`src/rtl/fpu_normalize_round.sv`:
```
// Normalize-and-round stage for single-precision results: one left shift per
// cycle, round-to-nearest-even, then classify as normal/overflow/underflow.
module fpu_normalize_round (
  input  logic        clk,
  input  logic        rst_n,
  input  logic        in_valid,
  output logic        in_ready,
  input  logic [26:0] in_M,
  input  logic [9:0]  in_E,
  input  logic        in_invalid,
  output logic        out_valid,
  input  logic        out_ready,
  output logic [22:0] M_out,
  output logic [7:0]  E_out,
  output logic [4:0]  required_modify,
  output logic        overflow_flag,
  output logic        underflow_flag,
  output logic        invalid_flag
);

  typedef enum logic [1:0] {IDLE, SHIFT, ROUND, DONE} state_t;

  state_t             state, state_nxt;
  logic [26:0]        m;
  logic signed [9:0]  e;

  // Rounding and classification datapath, consumed only in ROUND.
  logic               round_up;
  logic [24:0]        m_inc;
  logic [23:0]        m_rnd;
  logic signed [10:0] e_rnd;
  logic signed [10:0] uf_amt;
  logic [4:0]         uf_shift;

  assign in_ready  = (state == IDLE);
  assign out_valid = (state == DONE);

  // NOTE: every signal assigned in an always_comb gets a default first so no latch is inferred.
  always_comb begin
    round_up = m[1] & (m[0] | m[2]);
    // m[26] is always clear once in ROUND, so bit 24 of the sum is the round carry.
    m_inc    = m[26:2] + 25'd1;
    m_rnd    = m[25:2];
    e_rnd    = {e[9], e};
    if (round_up) begin
      if (m_inc[24]) begin
        m_rnd = 24'h800000;
        e_rnd = {e[9], e} + 11'sd1;
      end else begin
        m_rnd = m_inc[23:0];
      end
    end
    uf_amt   = 11'sd1 - e_rnd;
    uf_shift = (uf_amt > 11'sd31) ? 5'd31 : uf_amt[4:0];
  end

  always_comb begin
    state_nxt = state;
    case (state)
      IDLE: begin
        if (in_valid) begin
          if (in_invalid || (in_M == 27'd0)) state_nxt = DONE;
          else if (in_M[26] || in_M[25])     state_nxt = ROUND;
          else                               state_nxt = SHIFT;
        end
      end
      // The shift that moves a set bit from 24 into 25 is the last one.
      SHIFT:   if (m[24]) state_nxt = ROUND;
      ROUND:   state_nxt = DONE;
      DONE:    if (out_ready) state_nxt = IDLE;
      default: state_nxt = IDLE;
    endcase
  end

  // NOTE: sequential state uses non-blocking assignments so all registers update together at the edge.
  always_ff @(posedge clk or negedge rst_n) begin
    if (!rst_n) state <= IDLE;
    else        state <= state_nxt;
  end

  // NOTE: the working registers are reset along with the outputs; they are few and it keeps reset state fully defined.
  always_ff @(posedge clk or negedge rst_n) begin
    if (!rst_n) begin
      m               <= '0;
      e               <= '0;
      M_out           <= '0;
      E_out           <= '0;
      required_modify <= '0;
      overflow_flag   <= 1'b0;
      underflow_flag  <= 1'b0;
      invalid_flag    <= 1'b0;
    end else begin
      case (state)
        IDLE: begin
          if (in_valid) begin
            if (in_invalid || (in_M == 27'd0)) begin
              M_out           <= '0;
              E_out           <= '0;
              required_modify <= '0;
              overflow_flag   <= 1'b0;
              underflow_flag  <= 1'b0;
              invalid_flag    <= in_invalid;
            end else if (in_M[26]) begin
              m <= {1'b0, in_M[26:2], in_M[1] | in_M[0]};
              e <= in_E + 10'd1;
            end else begin
              m <= in_M;
              e <= in_E;
            end
          end
        end
        SHIFT: begin
          m <= {m[25:0], 1'b0};
          e <= e - 10'sd1;
        end
        ROUND: begin
          M_out           <= '0;
          E_out           <= '0;
          required_modify <= '0;
          overflow_flag   <= 1'b0;
          underflow_flag  <= 1'b0;
          invalid_flag    <= 1'b0;
          if (e_rnd >= 11'sd255) begin
            overflow_flag <= 1'b1;
            E_out         <= 8'hFF;
          end else if (e_rnd <= 11'sd0) begin
            underflow_flag  <= 1'b1;
            M_out           <= m_rnd[22:0];
            required_modify <= uf_shift;
          end else begin
            E_out <= e_rnd[7:0];
            M_out <= m_rnd[22:0];
          end
        end
        default: ;
      endcase
    end
  end

endmodule
```
`config.mk`:
```
export PLATFORM = sky130hd
export DESIGN_NAME = fpu_normalize_round
export DESIGN_NICKNAME = d
export VERILOG_FILES = /design/src/rtl/fpu_normalize_round.sv
export SDC_FILE = /design/constraint.sdc
export NUM_CORES = 1
export LEC_CHECK = 0
export ABC_AREA = 1
export CORE_AREA = 4 4 101 103
export DETAILED_ROUTE_END_ITERATION = 10
export DIE_AREA = 0 0 105 107
export PLACE_DENSITY = 0.89
export SLEW_MARGIN = 15
export SYNTH_ARGS = -nofsm -noshare
export SYNTH_HDL_FRONTEND = slang
export SYNTH_SLANG_ARGS = --single-unit
```
`constraint.sdc`:
```
create_clock -name clk -period 4.6 [get_ports clk]
set_clock_uncertainty 0.15 [all_clocks]
set_input_delay 0.92 -clock clk [delete_from_list [all_inputs] [get_ports clk]]
set_output_delay 0.92 -clock clk [all_outputs]
set_load 0.03 [all_outputs]
```
Word-level counts from Yosys, hierarchy flattened:

Index checks and enable logic that the tools add are counted.

* word-level logic and storage cells: 80
* register bits after elaboration: 78
* output and inout port bits: 41

* muxes and demuxes: 43
* magnitude comparators: 3
* add/sub/neg operators: 5
* bitwise logic cells: 3
* reductions and logical operators: 9
* eq/ne operators: 8

Operator list (count)
* 23-bit two-way mux: 5
* 27-bit two-way mux: 2
* 27-bit case mux with 2 select lines: 1
* 23-bit case mux with 2 select lines: 1
* 8-bit two-way mux: 4
* 10-bit two-way mux: 3
* 27-bit logical NOT: 1
* 26-bit two-way mux: 1
* 25-bit by 1-bit adder with 25-bit output (second input constant): 1
* 5-bit two-way mux: 5
* 11-bit two-way mux: 2
* 10-bit case mux with 2 select lines: 1
* 8-bit case mux with 2 select lines: 1
* 10-bit by 2-bit adder with 11-bit output (second input constant): 1
* 11-bit by 9-bit greater-or-equal comparator with 1-bit output (second input constant): 1
* 11-bit by 6-bit greater-than comparator with 1-bit output (second input constant): 1
* 11-bit by 1-bit less-or-equal comparator with 1-bit output (second input constant): 1
* 2-bit by 11-bit subtractor with 11-bit output (first input constant): 1
* 10-bit by 1-bit adder with 10-bit output (second input constant): 1
* 2-bit two-way mux: 5
* 5-bit case mux with 2 select lines: 1
* 10-bit by 2-bit subtractor with 10-bit output (second input constant): 1
* 3-bit AND reduction: 3
* 2-bit case mux with 4 select lines: 1
* 11 further kinds: 26

Depth between registers and ports, before layout:

* depth in word-level cells: 9
* depth in mapped cells: 24

Worst setup path before layout:

Ideal clock, no wire load.

* path kind: input-to-reg
* start point: input port in_M[26]
* end point: register e[1]
* path slack: 1.778 ns
* stages: 12
* setup time: 0.083 ns
* buffers on the path: 2
* required time: 4.367 ns
* arrival time: 2.589 ns
* cell sequence: buf_2 clkinv_1 nand3_1 nor3_1 nand4_1 nand2_1 nor2_1 inv_1 o22ai_1 clkbuf_1 o211ai_1 o21ai_0

* word-level cells in the longest chain between the ends: 4
* elaborated cells between the ends (all ways): 8

Ends and longest elaborated chain
* start, declared: line 8 `input logic [26:0] in_M,`
* 27-bit logical NOT / 10-bit two-way mux (equally long branches): line 96, 103
* 1-bit logical OR / 10-bit two-way mux (equally long branches): line 96 `if (in_invalid || (in_M == 27'd0)) begin`
* 2-bit inequality test (no line) / 10-bit two-way mux (equally long branches)
* 3-bit AND reduction (no line) / 10-bit case mux with 2 select lines (equally long branches)
* end signal, assigned: line 105 `e <= in_E + 10'd1;`
* end signal, assigned: line 108 `e <= in_E;`
* end signal, assigned: line 114 `e <= e - 10'sd1;`
* end, declared: line 25 `logic signed [9:0] e;`

Parallel ways exist; a longest one is shown, timed or not. The select of a mux whose other input is x is not followed.
A chain may end at the register's enable or synchronous reset.

Worst setup path in the final report:

* start point: input port in_M[0]
* end point: register invalid_flag

* word-level cells in the longest chain between the ends: 4

Ends and longest elaborated chain
* 27-bit logical NOT: line 96
* 1-bit logical OR: line 96
* 2-bit by 1-bit inequality test with 1-bit output (no line)
* 3-bit AND reduction (no line)
* end signal, assigned: line 102 `invalid_flag <= in_invalid;`
* end, declared: line 18 `output logic invalid_flag`

Every way passes these cells.

==> metrics.csv <==
metric;value;unit
post-DR wirelength/cell;15.2;um
RSZ-0062 raised after global routing;no;
CTS Buf Count;9;
Starting Density;59.9;%
row cnt;35;
Peak VDD IR;0.000431;V
Starting DRT DRC Count;615;
HPWL after DPL;11.0;mm
startpoint class of the critical path;input pin;
metal2 WL;6.52;mm
Port Buf Inserts;82;
global-route wire length before repair;24.8;mm
via density per instance;5.84;
run status;completed;
min Tclk post-route;3440;ps
Worst Max-Slew Pin Slew;1100;ps
Register Area;1950;um^2
vias in the first global route;5213;
largest net degree at the start of global routing;68;
highest routing layer actually used;met4;
Main synth FF type;dfrtp_1;
most frequent cells in the layout;nand2_1, inv_1, clkdlybuf4s50_1;
routed wire length;14.4;mm
CP cell instances;clkdlybuf4s50_1, or2_2, nor4_1, nand4_1, nand2_1, nor2_1, nor3_1, inv_1, o31ai_1;
Core Area;9200;um^2
antenna viol nets, final;0;
Area Growth Syn to Fin;19.1;%
Slew HR;26.6;%
syn avg cell area;7.22;um^2
root buf cell;clkbuf_8;
P per Cell Area;670;nW/um^2
post-synth cell types;47;
Critical Path AT;3540;ps
met3 WL post-DR;1.19;mm
wire length on met1;6.39;mm
post-cts sizing count;0;
share of layout cells above drive strength 1;9.13;%
Hold Path Origin;M_out[12];
CTS tree;yes;
Mapped Area;5510;um^2
max cap viols;0;
Fmax achieved;0.291;GHz
gr usage total;26.6;%
final slew viol count;0;
antenna cells;0;
endpoint class of the critical path;flip-flop;
CP delay by family, top;simple AND/OR/NAND/NOR gates;
hold_buf cts;0;
Clock Latency Late Sink;360;ps
initial antenna violation count;0;
Place WS;881;ps
r2r startpoint;m[2];
period utilisation layout;74.8;%
CP Data Required Time;4700;ps
Final Hold Viols;0;
setup bufs post-CTS;0;
WP buf/inv;2;
Synth Net Count;816;
CP max FO;40;
Crit Path Class;input pin to flip-flop;
DR pass1 iterations;5;
Post-Synthesis Cells;763;
Worst setup startpoint;in_M[0];
Clock Sinks;78;
Post-synth EDFFs;0;
multi-input gate area in the final layout;3050;um^2
Remaining Overflow, GRT;0;
register bit total from synthesis;78;
DRC viols;0;
Final WS setup;1160;ps
Power Total;0.00440;W
fill count;727;
P_leak;2.95;nW
DIE HEIGHT;107;um
nets;881;
Top Ports;83;
clock transition at the registers of the reported paths;80;ps
Die Wd;105;um
final setup fails;0;
Clock Path Buffers;2;
via count;5509;
Crit-path slowest cell;inv_1;
setup_tns;0;ps
Seq/Total Area, Yosys;35.5;%
Synth async-reset ratio;100;%
die area;11200;um^2
worst hold-check path type;flip-flop to flip-flop;
most common cell after layout, fill and taps aside;nand2_1;
H-Tree Depth;3;
crit-path max cell delay;610;ps
yosys synthesis warning count;0;
RD Place Congestion;0.949;
[cells by family (layout without fill, tap and decap cells)]
kind of cell    Yosys count  in the layout  share of synthesized area (%)
simple gates            371            371                           30.9
compound gates          157            157                           18.5
buf+inv                 127            196                           9.41
flops                    78             78                           35.5
xor+xnor                 18             18                           3.00
fa+ha+maj                11             11                           2.50
mux                       1              1                          0.205
[registers in the layout, summed over array words and instances (netlist names)]
register	cells
underflow_flag	1
M_out	23
state	2
overflow_flag	1
required_modify	5
invalid_flag	1
e	10
E_out	8
m	27
[cell usage after synthesis, types with 2 or more instances]
cell      instances  share of area, %
nand2_1         200                14
inv_1            88               6.0
dfrtp_1          78                35
o21ai_0          65               5.9
nor2_1           54               3.7
o211ai_1         54               7.4
nand3_1          51               4.6
clkbuf_1         23               1.6
nand4_1          17               1.9
xor2_1           14               2.2
a21oi_1          12               1.1
ha_1             11               2.5
nor3_1           10              0.91
o21ai_2          10               1.6
nand2_2           8              0.91
buf_2             5              0.45
nand2_4           5               1.0
nor2_2            5              0.57
nor4_1            5              0.57
a31oi_1           4              0.45
inv_2             4              0.27
nor2_4            4              0.82
or2_2             4              0.45
nand3_2           3              0.55
nand4_2           3              0.68
xnor2_1           3              0.48
buf_4             2              0.27
buf_6             2              0.41
[power breakdown]
part | total [W] | switching (W) | leakage [nW] | internal [W]
sequential | 0.00130 | 0.000303 | 1.00 | 0.000996
combinational | 0.00254 | 0.00169 | 1.84 | 0.000857
clock | 0.000552 | 0.000250 | 0.109 | 0.000302
total | 0.00440 | 0.00224 | 2.95 | 0.00216
[layout make-up]
| type | instances | share of cell area (%) |
|---|---|---|
| clock buffer | 9 | 1.89 |
| clock inverter | 6 | 1.34 |
| inverter | 94 | 5.40 |
| multi-input combinational | 558 | 46.5 |
| sequential | 78 | 29.8 |
| tap | 111 | 2.12 |
| timing repair buffer | 87 | 13.0 |
[worst reg2reg max path, cell delays in order (launching register included)]
cell	delay (ps)
dfrtp_1	450
ha_1	210
nand2_1	90
nor2_1	130
nand2_2	90
nor2_4	120
nand3_2	170
nand2_4	220
nand3_1	100
nand2_1	110
nand2_1	90
inv_1	140
ha_1	240
nand2_1	140
inv_2	80
nand2_1	50
nand2_1	60
nand3_1	90
nor2_1	120
nand3_1	100
nand2_2	110
nand2_1	70
nand2_1	60
nand2_1	40
[path summary, 6_finish.rpt]
kind	slack (ps)	endpoint	cells after the start
setup / recovery	1160	invalid_flag	9
hold / removal	340	M_out[12]	2
setup reg to reg	1250	required_modify[1]	23
hold reg to reg	340	M_out[12]	2
max in group asynchronous	2770	m[0]	2
min in group asynchronous	500	M_out[16]	1
[metal layers]
layer  track usage (%)  vias up
met1              36.7     2556
met2              42.2      258
met5                 0        -
met4              9.47        0
li1                  -     2671
met3              4.52       24
[metrics by stage]
stage	cells	util, %	hold WS, ps	instance area [um^2]
2_1_floorplan	763	-	346	5510
3_3_place_gp	928	69.0	314	6350
3_5_place_dp	928	69.0	317	6350
4_1_cts	943	71.3	338	6560
5_1_grt	943	71.3	364	6560
6_report	943	71.3	336	6560
Note: power is estimated with default switching activity, not from simulation.
